`src/rtl/std_fp_accum_pipe.sv`:
```
// Unsigned fixed-point streaming accumulator with guard bits and output saturation.
// Latency: 1 + (beats + bubbles) + 2 cycles from go to done; in_ready is registered and asserted only in ACCUM.
module std_fp_accum_pipe #(
    parameter int WIDTH       = 32,
    parameter int INT_WIDTH   = 16,
    parameter int FRAC_WIDTH  = 16,
    parameter int GUARD       = 8,
    parameter int COUNT_WIDTH = 16
) (
    input  logic                   clk,
    input  logic                   reset,
    input  logic                   go,
    input  logic [COUNT_WIDTH-1:0] len,
    input  logic                   in_valid,
    input  logic [WIDTH-1:0]       in_data,
    output logic                   in_ready,
    output logic [WIDTH-1:0]       out,
    output logic                   overflow,
    output logic                   done
);
    // Accumulator width is the full format plus guard bits (INT_WIDTH + FRAC_WIDTH == WIDTH).
    localparam int AW = INT_WIDTH + FRAC_WIDTH + GUARD;
    localparam logic [COUNT_WIDTH-1:0] CNT_ONE = COUNT_WIDTH'(1);

    typedef enum logic [1:0] {
        IDLE  = 2'd0,
        ACCUM = 2'd1,
        FINAL = 2'd2,
        DONE  = 2'd3
    } state_t;

    state_t                 state_q, state_d;
    logic [AW-1:0]          acc_q, acc_d;
    logic [COUNT_WIDTH-1:0] cnt_q, cnt_d;
    logic [COUNT_WIDTH-1:0] len_q, len_d;
    logic                   sticky_q, sticky_d;
    logic [WIDTH-1:0]       out_q, out_d;
    logic                   overflow_q, overflow_d;
    logic                   done_q, done_d;
    logic                   in_ready_q, in_ready_d;
    logic [AW:0]            sum;

    always_comb begin
        state_d    = state_q;
        acc_d      = acc_q;
        cnt_d      = cnt_q;
        len_d      = len_q;
        sticky_d   = sticky_q;
        out_d      = out_q;
        overflow_d = overflow_q;
        done_d     = 1'b0;
        in_ready_d = 1'b0;
        sum        = {1'b0, acc_q} + {{(AW - WIDTH + 1){1'b0}}, in_data};

        case (state_q)
            IDLE: begin
                if (go) begin
                    len_d      = len;
                    acc_d      = '0;
                    cnt_d      = '0;
                    sticky_d   = 1'b0;
                    out_d      = '0;
                    overflow_d = 1'b0;
                    if (len != '0) begin
                        state_d    = ACCUM;
                        in_ready_d = 1'b1;
                    end else begin
                        state_d = FINAL;
                    end
                end
            end
            ACCUM: begin
                in_ready_d = 1'b1;
                if (in_valid) begin
                    // A carry out of the guard bits pins the accumulator and remembers it.
                    if (sum[AW]) begin
                        acc_d    = '1;
                        sticky_d = 1'b1;
                    end else begin
                        acc_d = sum[AW-1:0];
                    end
                    cnt_d = cnt_q + CNT_ONE;
                    if (cnt_q == len_q - CNT_ONE) begin
                        state_d    = FINAL;
                        in_ready_d = 1'b0;
                    end
                end
            end
            FINAL: begin
                if (sticky_q || (acc_q[AW-1:WIDTH] != '0)) begin
                    out_d      = '1;
                    overflow_d = 1'b1;
                end else begin
                    out_d      = acc_q[WIDTH-1:0];
                    overflow_d = 1'b0;
                end
                done_d  = 1'b1;
                state_d = DONE;
            end
            default: begin
                state_d = IDLE;
            end
        endcase
    end

    always_ff @(posedge clk or negedge reset) begin
        if (!reset) begin
            state_q    <= IDLE;
            acc_q      <= '0;
            cnt_q      <= '0;
            len_q      <= '0;
            sticky_q   <= 1'b0;
            out_q      <= '0;
            overflow_q <= 1'b0;
            done_q     <= 1'b0;
            in_ready_q <= 1'b0;
        end else begin
            state_q    <= state_d;
            acc_q      <= acc_d;
            cnt_q      <= cnt_d;
            len_q      <= len_d;
            sticky_q   <= sticky_d;
            out_q      <= out_d;
            overflow_q <= overflow_d;
            done_q     <= done_d;
            in_ready_q <= in_ready_d;
        end
    end

    assign in_ready = in_ready_q;
    assign out      = out_q;
    assign overflow = overflow_q;
    assign done     = done_q;

endmodule

```
`config.mk`:
```
export PLATFORM = sky130hd
export DESIGN_NAME = std_fp_accum_pipe
export DESIGN_NICKNAME = d
export VERILOG_FILES = /design/src/rtl/std_fp_accum_pipe.sv
export SDC_FILE = /design/constraint.sdc
export NUM_CORES = 1
export LEC_CHECK = 0
export CORE_MARGIN = 2
export CORE_UTILIZATION = 55
export DETAILED_ROUTE_END_ITERATION = 6
export PLACE_DENSITY = 0.83
export SLEW_MARGIN = 20
export SYNTH_ARGS = -nofsm -noshare
export SYNTH_HDL_FRONTEND = slang
export SYNTH_SLANG_ARGS = --single-unit
```
`constraint.sdc`:
```
create_clock -name clk -period 3.9 [get_ports clk]
set_input_delay 0.78 -clock clk [delete_from_list [all_inputs] [get_ports clk]]
set_output_delay 0.78 -clock clk [all_outputs]
set_load 0.02 [all_outputs]
```
==> run metrics <==
status completed; syn_nets between 800 and 900; Setup TNS 0 ns; Yosys top cell area share between 40% and 50%; # fillers 987; PortBufs 86; Area growth syn-to-layout 19.74%; overall die area 13270 um2; type of the worst min-delay path input pin to asynchronous set/reset pin; count of buffers added by post-CTS timing repair for setup 0; number of max-slew violations in the final report 0; Post-Syn Area per Cell slightly above 9 um2; mux share of post-synthesis cell area 3.477%; data arrival time of the critical path roughly 3.8 ns; clk_lat worst skew 0.36 ns; via count of the routed design 6057; sequential-to-total area share from yosys stat 40.47%; CP Data Required Time 4.12 ns; first-pass GRT wire length 29810 um; crit path time final 3.549 ns; register clock-pin slew on the reported worst setup and hold paths 0.08 ns; via density per instance 6.219; crit-path most repeated cell sky130_fd_sc_hd__a21oi_1; worst setup timing slack at the placement stage 0.03201 ns; Max IR drop VDD 0.4650 mV; Setup Crit Path Kind input pin to flop; area share of xor/xnor cells in the synthesized design 7.211%; highest-delay cell along the critical path sky130_fd_sc_hd__a2111oi_2; ratio of total power to cell area around 720 nW/um2; pin slew with the least headroom to its limit 1.073 ns; number of flops mapped to enable cells by yosys 0; cells along the critical path clkdlybuf4s50_1, ha_1, a21o_1, a21oi_1, a21oi_1, o31a_1, a311o_1, a2111oi_2, nor2_1, a31oi_1, a211oi_1; critical path buffer and inverter count 1; max-capacitance violation count 0; reported leakage power 3.631 nW; cell area after synthesis around 6800 um2; All-Layer GR Usage 28.47%; headroom to the max-slew limit 26.92%; clock tree from TritonCTS done; Horiz. Die Dim approximately 120 um; Initial DRT Pass Iterations 5; placeable core area 12060 um2; Root Buffer Master sky130_fd_sc_hd__clkbuf_16; final routed wire length divided by cell count approximately 19 um; fmax roughly 280 MHz; fraction of final layout cells sized beyond drive strength 1 8.189%; post-cts hold buffer count 0; dominant combinational cell family by area after synthesis compound AO/OA/AOI/OAI gates; adder-cell share of the synthesized area under 10%; number of warnings issued by yosys 0; total grt overflow 0; IO Pins 87; buffer depth of the longest clock path 2; ys flop type sky130_fd_sc_hd__dfrtp_1; number of inserted diodes 0; complex-gate fraction of the synthesized area 22.46%; post-route antenna net violation count 0; # nets final roughly 900; setup-violating endpoint count in the final report 0; final weighted congestion in routability-driven placement 0.9120; post-route worst setup slack 0.3510 ns; Die Y 115.2 um; delay-heaviest family, CP compound AO/OA/AOI/OAI gates; vias in the first global route 6074; Final Hold Vio Count 0; Largest stage delay, worst path ~0.45 ns; detailed placement HPWL around 13000 um; number of levels the H-tree was split into 3; leading cell type by number of instances after synthesis sky130_fd_sc_hd__dfrtp_1; number of flip-flops and latches in the synthesized netlist 110; launching element type of the critical path input pin; unrepaired setup endpoints after global routing false; number of instances in the synthesized netlist 727; dominant cells by area after synthesis sky130_fd_sc_hd__dfrtp_1 40%, sky130_fd_sc_hd__ha_1 7.0%, sky130_fd_sc_hd__o21ai_0 5.6%, sky130_fd_sc_hd__a221o_1 4.9%, sky130_fd_sc_hd__nand2_1 4.6%; basic-gate share of the synthesized area counting and, or, nand and nor cells between 10% and 20%; Yosys top cell by area sky130_fd_sc_hd__dfrtp_1; # rows 40; pin count of the biggest net entering global routing 80; Final period util 91.00%; 1st-iter DRT viols 462; largest driver fanout on the critical path 5; number of clock sinks 110; startpoint of the lowest-slack register-to-register path acc_q[3]; initial antenna violation count 0; cts bufs inserted 9; count of unique library cells instantiated by Yosys between 60 and 70; initial standard-cell utilization of the core 56.39%; CP startpoint in_data[3]; Remaining DRCs 0; worst clock skew about 0.0095 ns; Post-CTS Resized 0; top cells by instance count after synthesis 110 x sky130_fd_sc_hd__dfrtp_1, 84 x sky130_fd_sc_hd__nand2_1, 76 x sky130_fd_sc_hd__o21ai_0, 45 x sky130_fd_sc_hd__a21oi_1, 40 x sky130_fd_sc_hd__nor2_1; post-detailed-routing wire length 18120 um; asr flop ratio synth 100.0%; Worst Setup End Kind flop
[metal layers]
metal	GRT usage (%)	share of wire (%)
met3	5.430	6.0
met4	10.52	2.1
met2	45.69	48
met5	0	0
met1	38.71	44
[sequential cells by signal, summed over array words and instances, names as in the netlist]
name / cells
state_q: 2
in_ready: 1
cnt_q: 16
overflow: 1
sticky_q: 1
out: 32
acc_q: 40
done: 1
len_q: 16
[cell families after synthesis]
group           count (synthesis)
compound gates                228
xor+xnor                       56
fa+ha+maj                      39
buf+inv                        51
flops                         110
mux                            21
simple gates                  222
[cell type report]
cell class,count,area [um2],share of cell area [%]
Inverter,13,48.80,0.5992
Sequential cell,110,2753,33.80
Clock buffer,10,229.0,2.811
Multi-Input combinational cell,566,3861,47.41
Timing Repair Buffer,105,1005,12.34
Clock inverter,2,37.54,0.4609
Tap cell,168,210.2,2.581
[worst register-to-register path, delay by kind of cell (launching register included)]
family                     cells  cell delay [ns]
DFF                            1             0.41
and+or+nand+nor                1             0.19
AOI/OAI and AO/OA              8             2.00
adders and majority gates      1             0.35
[metrics by stage]
step                      hold WS (ns)  std cells  total power [W]  area, um2  utilization, %
after detailed placement        0.4751        962         0.004892       7874           65.28
after CTS                       0.4903        974         0.005819       8140           67.49
after floorplan                 0.4541        727         0.003863       6802               -
after global routing            0.5074        974         0.006205       8144           67.52
after global placement          0.4661        962         0.004770       7874           65.28
final                           0.4557        974         0.005829       8144           67.52
[cell usage in the layout (no fill, tap or decap), types with 7 or more instances in the layout]
cell type	instances
sky130_fd_sc_hd__nand4_1	9
sky130_fd_sc_hd__nor3_1	9
sky130_fd_sc_hd__inv_1	13
sky130_fd_sc_hd__and3_1	7
sky130_fd_sc_hd__a21oi_1	45
sky130_fd_sc_hd__mux2_2	17
sky130_fd_sc_hd__nor4_1	11
sky130_fd_sc_hd__nand2_1	84
sky130_fd_sc_hd__nor2_1	40
sky130_fd_sc_hd__a21o_1	16
sky130_fd_sc_hd__a211oi_1	8
sky130_fd_sc_hd__a31oi_1	12
sky130_fd_sc_hd__nand3_1	22
sky130_fd_sc_hd__ha_1	38
sky130_fd_sc_hd__a221o_1	33
sky130_fd_sc_hd__dfrtp_1	110
sky130_fd_sc_hd__clkdlybuf4s50_1	85
sky130_fd_sc_hd__clkbuf_16	9
sky130_fd_sc_hd__xor2_1	28
sky130_fd_sc_hd__o21ai_0	76
sky130_fd_sc_hd__xnor2_1	28
sky130_fd_sc_hd__buf_4	19
[path summary, 6_finish.rpt]
| kind | end | slack (ns) | depth (start not counted) |
|---|---|---|---|
| setup / recovery | acc_q[37] | 0.35 | 11 |
| hold / removal | out[15] | 0.46 | 1 |
| setup reg to reg | acc_q[37] | 0.80 | 10 |
| hold reg to reg | overflow | 0.49 | 1 |
| max in group asynchronous | cnt_q[3] | 2.64 | 2 |
| min in group clk | overflow | 0.49 | 1 |
[where the power goes]
part	internal (W)	switching [W]
Clock	0.000485	0.000420
Combinational	0.00133	0.00171
Sequential	0.00152	0.000363
Power figures use the tool's default switching activity.
